File: src/rtl/pe_simd.sv
// SIMD systolic processing element: per-beat dot product, tile accumulate, buffered drain chain.
// Define ACC_SAT_EN for a saturating accumulator; the default build wraps modulo 2^D_W_ACC.
module pe_simd #(
  parameter int unsigned D_W         = 8,
  parameter int unsigned D_W_ACC     = 32,
  parameter int unsigned LANES       = 2,
  parameter int unsigned SIGNED      = 0,
  parameter int unsigned DRAIN_DEPTH = 4
) (
  input  logic                 clk,
  input  logic                 rst,
  input  logic                 init,
  input  logic                 in_en,
  input  logic [LANES*D_W-1:0] in_a,
  input  logic [LANES*D_W-1:0] in_b,
  output logic [LANES*D_W-1:0] out_a,
  output logic [LANES*D_W-1:0] out_b,
  output logic                 out_en,
  output logic                 out_init,
  input  logic                 in_valid,
  input  logic [D_W_ACC-1:0]   in_data,
  output logic                 out_valid,
  output logic [D_W_ACC-1:0]   out_data,
  output logic                 ovf
);

  localparam int unsigned PW = 2 * D_W + $clog2(LANES);
  localparam int unsigned XW = ((PW > D_W_ACC) ? PW : D_W_ACC) + 2;
  localparam int unsigned AW = (DRAIN_DEPTH > 1) ? $clog2(DRAIN_DEPTH) : 1;
  localparam int unsigned CW = $clog2(DRAIN_DEPTH + 1);
  localparam logic SGN = (SIGNED != 0);
  localparam logic [AW-1:0] LAST = AW'(DRAIN_DEPTH - 1);
  localparam logic [CW:0] DEPTH_C = (CW + 1)'(DRAIN_DEPTH);

  function automatic logic [PW-1:0] ext_op(input logic [D_W-1:0] v);
    return {{(PW - D_W){SGN & v[D_W-1]}}, v};
  endfunction

  function automatic logic [AW-1:0] inc(input logic [AW-1:0] p);
    return (p == LAST) ? '0 : p + AW'(1);
  endfunction

  logic [LANES*D_W-1:0] a_q, b_q;
  logic                 en_q, init_fwd_q;
  logic [PW-1:0]        dot, p_q;
  logic                 init_q;
  logic [D_W_ACC-1:0]   acc_q, acc_d;
  logic [XW-1:0]        p_x;

  assign out_a    = a_q;
  assign out_b    = b_q;
  assign out_en   = en_q;
  assign out_init = init_fwd_q;

  // Extending operands to PW bits first makes the low PW product bits correct in both modes.
  always_comb begin
    dot = '0;
    for (int i = 0; i < LANES; i++) begin
      dot = dot + ext_op(in_a[i*D_W +: D_W]) * ext_op(in_b[i*D_W +: D_W]);
    end
  end

  assign p_x = {{(XW - PW){SGN & p_q[PW-1]}}, p_q};

`ifdef ACC_SAT_EN
  localparam logic [XW-1:0] HI = SGN ? {{(XW - D_W_ACC + 1){1'b0}}, {(D_W_ACC - 1){1'b1}}}
                                     : {{(XW - D_W_ACC){1'b0}}, {D_W_ACC{1'b1}}};
  localparam logic [XW-1:0] LO = SGN ? {{(XW - D_W_ACC + 1){1'b1}}, {(D_W_ACC - 1){1'b0}}}
                                     : '0;

  // XW leaves headroom, so a signed compare is exact for unsigned values too.
  function automatic logic [XW-1:0] clamp(input logic [XW-1:0] v);
    if ($signed(v) > $signed(HI)) return HI;
    if ($signed(v) < $signed(LO)) return LO;
    return v;
  endfunction

  logic          sat_q, sat_d;
  logic [XW-1:0] acc_x, p_c, s_x, s_c;
  logic          unused_hi;

  assign acc_x     = {{(XW - D_W_ACC){SGN & acc_q[D_W_ACC-1]}}, acc_q};
  assign unused_hi = ^{p_c[XW-1:D_W_ACC], s_c[XW-1:D_W_ACC]};

  always_comb begin
    p_c = clamp(p_x);
    s_x = acc_x + p_c;
    s_c = clamp(s_x);
    if (init_q) begin
      acc_d = p_c[D_W_ACC-1:0];
      sat_d = (p_c != p_x);
    end else if (sat_q) begin
      acc_d = acc_q;
      sat_d = 1'b1;
    end else begin
      acc_d = s_c[D_W_ACC-1:0];
      sat_d = (p_c != p_x) || (s_c != s_x);
    end
  end

  always_ff @(posedge clk) begin
    if (!rst) sat_q <= 1'b0;
    else      sat_q <= sat_d;
  end
`else
  logic unused_hi;
  assign unused_hi = ^p_x[XW-1:D_W_ACC];
  assign acc_d = init_q ? p_x[D_W_ACC-1:0] : acc_q + p_x[D_W_ACC-1:0];
`endif

  // Drain FIFO: up to two pushes (own result first) and one pop per edge.
  logic [D_W_ACC-1:0] mem [DRAIN_DEPTH];
  logic [AW-1:0]      wr_q, rd_q, wr1;
  logic [CW-1:0]      count_q;
  logic [CW:0]        free;
  logic               pop, own_ok, fwd_ok, drop;
  logic               valid_q, ovf_q;
  logic [D_W_ACC-1:0] data_q;

  assign out_valid = valid_q;
  assign out_data  = data_q;
  assign ovf       = ovf_q;

  always_comb begin
    pop    = (count_q != '0);
    free   = DEPTH_C - {1'b0, count_q} + {{CW{1'b0}}, pop};
    own_ok = init_q && (free != '0);
    fwd_ok = in_valid && (free > {{CW{1'b0}}, own_ok});
    drop   = (init_q && !own_ok) || (in_valid && !fwd_ok);
    wr1    = inc(wr_q);
  end

  always_ff @(posedge clk) begin
    if (own_ok) mem[wr_q] <= acc_q;
    if (fwd_ok) mem[own_ok ? wr1 : wr_q] <= in_data;
  end

  always_ff @(posedge clk) begin
    if (!rst) begin
      a_q        <= '0;
      b_q        <= '0;
      en_q       <= 1'b0;
      init_fwd_q <= 1'b0;
      p_q        <= '0;
      init_q     <= 1'b0;
      acc_q      <= '0;
      wr_q       <= '0;
      rd_q       <= '0;
      count_q    <= '0;
      valid_q    <= 1'b0;
      data_q     <= '0;
      ovf_q      <= 1'b0;
    end else begin
      a_q        <= in_a;
      b_q        <= in_b;
      en_q       <= in_en;
      init_fwd_q <= init;
      p_q        <= in_en ? dot : '0;
      init_q     <= init;
      acc_q      <= acc_d;
      if (own_ok && fwd_ok)      wr_q <= inc(wr1);
      else if (own_ok || fwd_ok) wr_q <= wr1;
      if (pop) begin
        rd_q   <= inc(rd_q);
        data_q <= mem[rd_q];
      end
      count_q <= count_q + CW'(own_ok) + CW'(fwd_ok) - CW'(pop);
      valid_q <= pop;
      ovf_q   <= ovf_q | drop;
    end
  end

endmodule

File: config.mk
export PLATFORM = sky130hd
export DESIGN_NAME = pe_simd
export DESIGN_NICKNAME = d
export VERILOG_FILES = /design/src/rtl/pe_simd.sv
export SDC_FILE = /design/constraint.sdc
export NUM_CORES = 1
export LEC_CHECK = 0
export CORE_ASPECT_RATIO = 1.5
export CORE_UTILIZATION = 45
export DETAILED_ROUTE_END_ITERATION = 6
export PLACE_DENSITY = 0.65
export SLEW_MARGIN = 40
export SYNTH_ARGS = -nofsm -noshare
export SYNTH_HDL_FRONTEND = slang
export SYNTH_SLANG_ARGS = --single-unit
File: constraint.sdc
create_clock -name clk -period 5.55 [get_ports clk]
set_input_delay 1.11 -clock clk [delete_from_list [all_inputs] [get_ports clk]]
set_output_delay 1.11 -clock clk [all_outputs]
set_load 0.02 [all_outputs]
==> results of run 1 <==
==> final timing paths <==
| check | slack [ns] | end | from | cells after the start |
|---|---|---|---|---|
| worst min-delay path | 0.45 | out_data[26] | out_data[26] | 2 |
| worst min register to register | 0.45 | out_data[26] | out_data[26] | 2 |
| worst max-delay path | 0.10 | p_q[11] | in_a[7] | 20 |
| worst max register to register | 1.71 | mem[2][11] | count_q[2] | 11 |
==> critical path: stages <==
cell,delay [ns]
sky130_fd_sc_hd__dlygate4sd2_1,0.30
sky130_fd_sc_hd__buf_6,0.16
sky130_fd_sc_hd__and2_1,0.15
sky130_fd_sc_hd__ha_1,0.28
sky130_fd_sc_hd__inv_1,0.06
sky130_fd_sc_hd__fa_1,0.48
sky130_fd_sc_hd__fa_1,0.49
sky130_fd_sc_hd__inv_1,0.06
sky130_fd_sc_hd__fa_1,0.50
sky130_fd_sc_hd__fa_1,0.52
sky130_fd_sc_hd__inv_1,0.05
sky130_fd_sc_hd__fa_1,0.49
sky130_fd_sc_hd__inv_2,0.05
sky130_fd_sc_hd__ha_4,0.22
sky130_fd_sc_hd__a21o_4,0.22
sky130_fd_sc_hd__buf_4,0.14
sky130_fd_sc_hd__a21o_1,0.17
sky130_fd_sc_hd__a41o_1,0.21
sky130_fd_sc_hd__xnor2_1,0.16
sky130_fd_sc_hd__nor2_1,0.06
==> final cells by class <==
class	count	area, sq um
multi-input cells	965	8970
inverters	163	612
fillers	3073	15600
repair buffers	235	2010
clock inverters	16	149
well taps	473	592
clock buffers	32	694
flip-flops and latches	252	6330
==> power breakdown <==
group          total (mW)  switching (mW)  internal (mW)
Combinational        6.76            3.46           3.30
Clock                1.73           0.745          0.989
Sequential           2.70           0.197           2.50
Total                11.2            4.40           6.79
==> registers in the layout, summed over array words and instances, names as in the netlist, 2 cells and up <==
signal    count
acc_q        32
rd_q          2
out_a        16
p_q          17
count_q       3
out_b        16
mem         128
wr_q          2
out_data     32
==> per-layer routing <==
metal,global-route usage [%],wire length [um]
met1,22.9,14300
met2,42.1,21000
met3,2.14,1240
met4,7.41,1050
met5,0,0
==> through the flow <==
step | worst slack [ns] | hold WS (ns) | instances | power [mW]
after global routing | -0.0266 | 0.469 | 2136 | 12.1
after floorplan | -0.0337 | 0.445 | 1439 | 6.86
after detailed placement | -0.907 | 0.444 | 2078 | 8.87
after global placement | -0.815 | 0.436 | 2078 | 8.75
after CTS | 0.00263 | 0.451 | 2129 | 10.8
final | 0.101 | 0.448 | 2136 | 11.2
==> cell usage in the layout (no fill, tap or decap), drive strengths merged, types with 8 or more instances in the layout <==
cell / n
a21o: 19
a21oi: 76
and2: 118
and3: 11
buf: 108
clkbuf: 50
clkdlybuf4s50: 104
clkinv: 12
dfxtp: 124
edfxtp: 128
fa: 100
ha: 89
inv: 163
mux2: 128
mux2i: 13
mux4: 32
nand2: 158
nand3: 26
nor2: 47
nor3: 12
o211ai: 12
o21ai: 26
or3: 11
xnor2: 13
xor2: 8
==> cell families after synthesis <==
family / Yosys count / synth area share [%]
adders and majority gates: 189 / 19.5
AOI/OAI and AO/OA: 174 / 6.96
xor gates and xnor gates: 21 / 1.15
and+or+nand+nor: 408 / 12.7
buffers and inverters: 222 / 5.92
DFF: 252 / 39.5
muxes: 173 / 14.3
==> timing repair <==
item / 4_1_cts / 5_1_grt
gates cloned: 1 / 0
resized for setup: 60 / 104
hold endpoints to repair: 0 / 0
pin swaps: 22 / 44
endpoints found under the setup margin: 11 / 10
setup buffers: 2 / 7
==> metrics.log, run 1 <==
INFO  metric timing.critical_path.required = around 6.0 ns
INFO  metric synth.ff_latch_count = approximately 250
INFO  metric timing.clock.skew = 0.0129 ns
INFO  metric netlist_top_cells_count = sky130_fd_sc_hd__inv_1, sky130_fd_sc_hd__nand2_1, sky130_fd_sc_hd__edfxtp_1
INFO  metric final_period_minus_worst_setup_slack = between 5 and 6 ns
INFO  metric groute.usage.overall = a little over a fifth
INFO  metric first_global_vias = 11621
INFO  metric path_clk_slew = around 0.060 ns
INFO  metric clock_path_buffers = 3
INFO  metric vdd_drop_max = between 300 and 400 uV
INFO  metric drt-pass1-iter-count = 5
INFO  metric cellLeakagePower = around 8.2 nW
INFO  metric critical_path_class = in -> reg
INFO  metric floorplan_core_area = 35000 sq um
INFO  metric yosysMostFrequentCell = sky130_fd_sc_hd__inv_1
INFO  metric routabilityCongestion = between 0.8 and 0.9
INFO  metric synth-seq-area-share = roughly two fifths
INFO  metric flow.area_growth_from_synthesis = 20.9%
INFO  metric detail_route.wl_per_cell = roughly 18 um
INFO  metric floorplan.die_area = around 36000 sq um
INFO  metric detailroute.via_count = 11162
INFO  metric syn_inst = between 1000 and 1500
INFO  metric setup_viol = 0
INFO  metric grt_overflow_total = 0
INFO  metric port_buffer_count = between 100 and 150
INFO  metric num-nets-final = ~1900
INFO  metric ys.warnings.count = 0
INFO  metric slew_headroom = between 50 and 60%
INFO  metric number_of_clock_buffers_inserted_by_tritoncts = 26
INFO  metric highest_net_fanout_along_the_worst_path = 7
INFO  metric initial_core_util = between 40% and 50%
INFO  metric timing.final.crit_share = 98.2%
INFO  metric synthesis.area_per_instance = ~11 sq um
INFO  metric cp_data_arrival_time = just under 6 ns
INFO  metric synth_top_area_share = between 20% and 30%
INFO  metric synth_enable_flop_cells = 128
INFO  metric critPathCaptureType = register
INFO  metric tritoncts_clock_tree = done
INFO  metric antenna_diodes = 0
INFO  metric post-route-drc-count = 0
INFO  metric dpl.hpwl = approximately 27000 um
INFO  metric first_pass_grt_wire_length = between 60000 and 70000 um
INFO  metric tightest_slew = 0.739 ns
INFO  metric cellPowerDensity = between 500 and 600 nW/um^2
INFO  metric synth.lib_cells_used.distinct = 63
INFO  metric cts_htree_levels = 1
INFO  metric fmaxAchievable = between 150 and 200 MHz
INFO  metric hold_path_class = reg -> reg
INFO  metric post_cts_hold_buffer_count = 0
INFO  metric fraction_of_layout_cells_with_a_size_suffix_above_1 = 23.2%
INFO  metric synth_area_leaders = sky130_fd_sc_hd__edfxtp_1, sky130_fd_sc_hd__dfxtp_1, sky130_fd_sc_hd__fa_1
INFO  metric status = complete, no violations
INFO  metric ys.flop_type = sky130_fd_sc_hd__edfxtp_1
INFO  metric postRouteAntennaNets = 0
INFO  metric maximum_number_of_pins_on_one_net_before_global_route_repair = 40
INFO  metric asyncSetResetFlopFracSynth = 0%
INFO  metric final_hold_viol_count = 0
INFO  metric insertion_delay = 0.54 ns
INFO  metric placed_area = around 18000 sq um
INFO  metric cts.sinks = 252
INFO  metric number_of_drc_violations_after_detailed_routing_iteration_0 = around 440
INFO  metric finalWirelength = ~38000 um
INFO  metric number_of_antenna_violations_at_the_first_check_in_global_routing = 0
INFO  metric post-route-cell-area = 19400 sq um
INFO  metric die_width = roughly 160 um
INFO  metric syn_area = ~16000 sq um
INFO  metric route.detailed.vias_per_inst = roughly 5.2
INFO  metric final_max_slew_viol_count = 0
INFO  metric std_cell_rows = 84
INFO  metric synth_area_leader_cell = sky130_fd_sc_hd__edfxtp_1
INFO  metric dieHeight = about 230 um
INFO  metric crit_path_start_kind = primary input
INFO  metric maxCapViolCount = 0
INFO  metric synthesis.nets = around 1700
INFO  metric setup_tns = 0 ns
INFO  metric pin_count = 137
INFO  metric finish.utilization = between 50 and 60%
INFO  metric cts_root_buf = sky130_fd_sc_hd__clkbuf_16
Note: power is estimated with default switching activity, not from simulation.
==> run 2: changes to the inputs <==
- MAX_ROUTING_LAYER: unset -> met4
- PLACE_DENSITY: 0.65 -> unset
- clock period: 5.55 -> 6.7 ns (I/O delays scaled with it)
==> metrics.log, run 2 (synthesis gave the netlist of run 1 again) <==
INFO  metric route.detailed.vias_per_inst = ~5.2
INFO  metric cts_root_buf = sky130_fd_sc_hd__clkbuf_16
INFO  metric power_share_of_the_clock_group = approximately 17%
INFO  metric critical_path_class = in -> reg
INFO  metric insertion_delay = between 0.5 and 0.6 ns
INFO  metric holdPathEnd = out_data[9]
INFO  metric registers.top_by_ff_count = mem
INFO  metric timing.critical_path.slowest_cell_delay = 0.63 ns
INFO  metric maxCapViolCount = 0
INFO  metric post_cts_hold_buffer_count = 0
INFO  metric fraction_of_layout_cells_with_a_size_suffix_above_1 = 17.8%
INFO  metric die_width = between 150 and 200 um
INFO  metric multi_input_comb_area = about 8800 sq um
INFO  metric detail_route.wl_per_cell = ~18 um
INFO  metric final_hold_viol_count = 0
INFO  metric mostFrequentLayoutCells = sky130_fd_sc_hd__inv_1, sky130_fd_sc_hd__nand2_1, sky130_fd_sc_hd__clkdlybuf4s50_1, sky130_fd_sc_hd__edfxtp_1, sky130_fd_sc_hd__dfxtp_1
INFO  metric flow.area_growth_from_synthesis = 19.5%
INFO  metric setup_viol = 0
INFO  metric crit_path_start_kind = primary input
INFO  metric timing.final.crit_share = 95.6%
INFO  metric highest_net_fanout_along_the_worst_path = 7
INFO  metric detailroute.via_count = between 10000 and 15000
INFO  metric final_common_cell = sky130_fd_sc_hd__inv_1
INFO  metric cp_data_arrival_time = approximately 7 ns
INFO  metric groute.usage.overall = ~22%
INFO  metric routabilityCongestion = about 0.91
INFO  metric clock_path_buffers = 3
INFO  metric hold_path_class = reg -> reg
INFO  metric fmaxAchievable = ~160 MHz
INFO  metric cellLeakagePower = 8.10 nW
INFO  metric timing.critical_path.required = about 7.1 ns
INFO  metric critPathCaptureType = register
INFO  metric rsz_0062_raised_after_global_routing = false
INFO  metric register_to_register_setup_slack = between 2 and 3 ns
INFO  metric cts_htree_levels = 1
INFO  metric fraction_of_power_consumed_by_sequential_logic = roughly a quarter
INFO  metric std_cell_rows = 84
INFO  metric hold_path_depth = 2
INFO  metric share_comb_of_total_power = 56.9%
INFO  metric port_buffer_count = roughly 140
INFO  metric crit_path_cell_trace = clkdlybuf4s50_1 -> nand2_1 -> fa_1 -> inv_1 -> fa_1 -> inv_1 -> fa_1 -> inv_1 -> fa_1 -> fa_1 -> inv_1 -> fa_1 -> inv_1 -> ha_1 -> a21o_1 -> a21o_1 -> a21o_1 -> a41oi_1 -> xor2_1 -> nor2_1
INFO  metric area.sequential = approximately 6300 sq um
INFO  metric maximum_number_of_pins_on_one_net_before_global_route_repair = 55
INFO  metric critPathMostFrequentCell = sky130_fd_sc_hd__fa_1
INFO  metric first_pass_grt_wire_length = a little over 60000 um
INFO  metric dpl.hpwl = approximately 28000 um
INFO  metric placed_area = ~18000 sq um
INFO  metric grt_overflow_total = 0
INFO  metric drt-pass1-iter-count = 4
INFO  metric tightest_slew = between 0.7 and 0.8 ns
INFO  metric total_power = 8.55 mW
INFO  metric number_of_drc_violations_after_detailed_routing_iteration_0 = 474
INFO  metric status = complete, no violations
INFO  metric power_switching_share = around 39%
INFO  metric dieHeight = between 200 and 250 um
INFO  metric pin_count = approximately 140
INFO  metric number_of_antenna_violations_at_the_first_check_in_global_routing = 0
INFO  metric timing.clock.skew = between 0.01 and 0.015 ns
INFO  metric post-route-cell-area = about 19000 sq um
INFO  metric hold_path_startpoint = out_data[9]
INFO  metric fillers = a little over 3000
INFO  metric critical_path.slowest_cell = sky130_fd_sc_hd__clkdlybuf4s50_1
INFO  metric largest_reg_flops = 128
INFO  metric num-nets-final = 1887
INFO  metric antenna_diodes = 0
INFO  metric initial_core_util = 45.7%
INFO  metric postRouteAntennaNets = 0
INFO  metric path_clk_slew = 0.06 ns
INFO  metric cts.sinks = around 250
INFO  metric power.net_switching = roughly 3.3 mW
INFO  metric floorplan.die_area = approximately 36000 sq um
INFO  metric number_of_clock_buffers_inserted_by_tritoncts = 27
INFO  metric final_period_minus_worst_setup_slack = roughly 6.4 ns
INFO  metric floorplan_core_area = 35000 sq um
INFO  metric finish.utilization = a little over half
INFO  metric worst-r2r-cell-count = 11
INFO  metric finalWirelength = roughly 38000 um
INFO  metric first_global_vias = ~12000
INFO  metric cellPowerDensity = approximately 450 nW/um^2
INFO  metric reg2reg_from = count_q[2]
INFO  metric worst_r2r_endpoint = mem[1][15]
INFO  metric slew_headroom = 49.9%
INFO  metric final_max_slew_viol_count = 0
INFO  metric tritoncts_clock_tree = done
INFO  metric cellInternalPower = 5.25 mW
INFO  metric setup_tns = 0 ns
INFO  metric vdd_drop_max = a little under 400 uV
INFO  metric post-route-drc-count = 0
run 2: changes by cell type in the layout (fill, tap and decap cells not counted), moves of 10 or more:
cell                              delta
sky130_fd_sc_hd__buf_4              -14
sky130_fd_sc_hd__clkbuf_2           -17
sky130_fd_sc_hd__clkdlybuf4s50_1    +30
sky130_fd_sc_hd__fa_1               +10
sky130_fd_sc_hd__fa_2               -10
sky130_fd_sc_hd__inv_1              +12
sky130_fd_sc_hd__inv_2              -12
run 2: layout make-up:
| type | count | area share (%) |
|---|---|---|
| clock inverter | 9 | 0.307 |
| sequential | 252 | 33.1 |
| tap | 473 | 3.09 |
| multi-input combinational | 965 | 45.8 |
| clock buffer | 40 | 4.16 |
| timing repair buffer | 220 | 10.4 |
| inverter | 163 | 3.20 |
run 2: per-stage QoR:
step                cells  hold WS, ns  setup WS (ns)
floorplan            1439        0.445          0.549
global placement     2073        0.438         -0.192
detailed placement   2073        0.442         -0.285
CTS                  2122        0.451          0.275
global route         2122        0.468         0.0277
finish               2122        0.449          0.297
run 2: power groups by stage:
stage	registers (mW)	clock network [mW]	logic [mW]
finish	2.24	1.44	4.87
global route	2.28	1.53	5.45
CTS	2.25	1.48	4.94
detailed placement	2.28	0	4.92
global placement	2.26	0	4.86
floorplan	2.36	0	3.14
run 2: what timing repair did:
action / 4_1_cts / 5_1_grt
endpoints found under the setup margin: 0 / 1
setup buffers: 0 / 0
resized for setup: 0 / 1
run 2: how the worst max path moves through the flow:
| stage | start | to | slack, ns |
|---|---|---|---|
| after floorplan | in_a[10] | p_q[14] | 0.55 |
| after global placement | in_a[5] | p_q[14] | -0.19 |
| after detailed placement | in_a[5] | p_q[14] | -0.28 |
| after CTS | in_a[5] | p_q[14] | 0.27 |
| after global routing | in_a[13] | p_q[14] | 0.03 |
| final | in_a[13] | p_q[14] | 0.30 |
run 2: worst max-delay path: cells and delay by family:
kind                     cells  cell delay, ns
AND/OR/NAND/NOR              2            0.17
AO/OA/AOI/OAI                4            0.79
XOR/XNOR                     1            0.16
adder cells (fa/ha/maj)      7            3.45
buffers and inverters        6            0.89
run 2: metal layers:
layer	share of wire, %	up-vias	track usage, %	routed length [um]
li1	-	5312	-	-
met1	38	5441	23.5	14600
met2	56	192	42.9	21200
met3	2.7	72	2.20	1030
met4	3.1	0	7.84	1170
met5	0	-	-	0
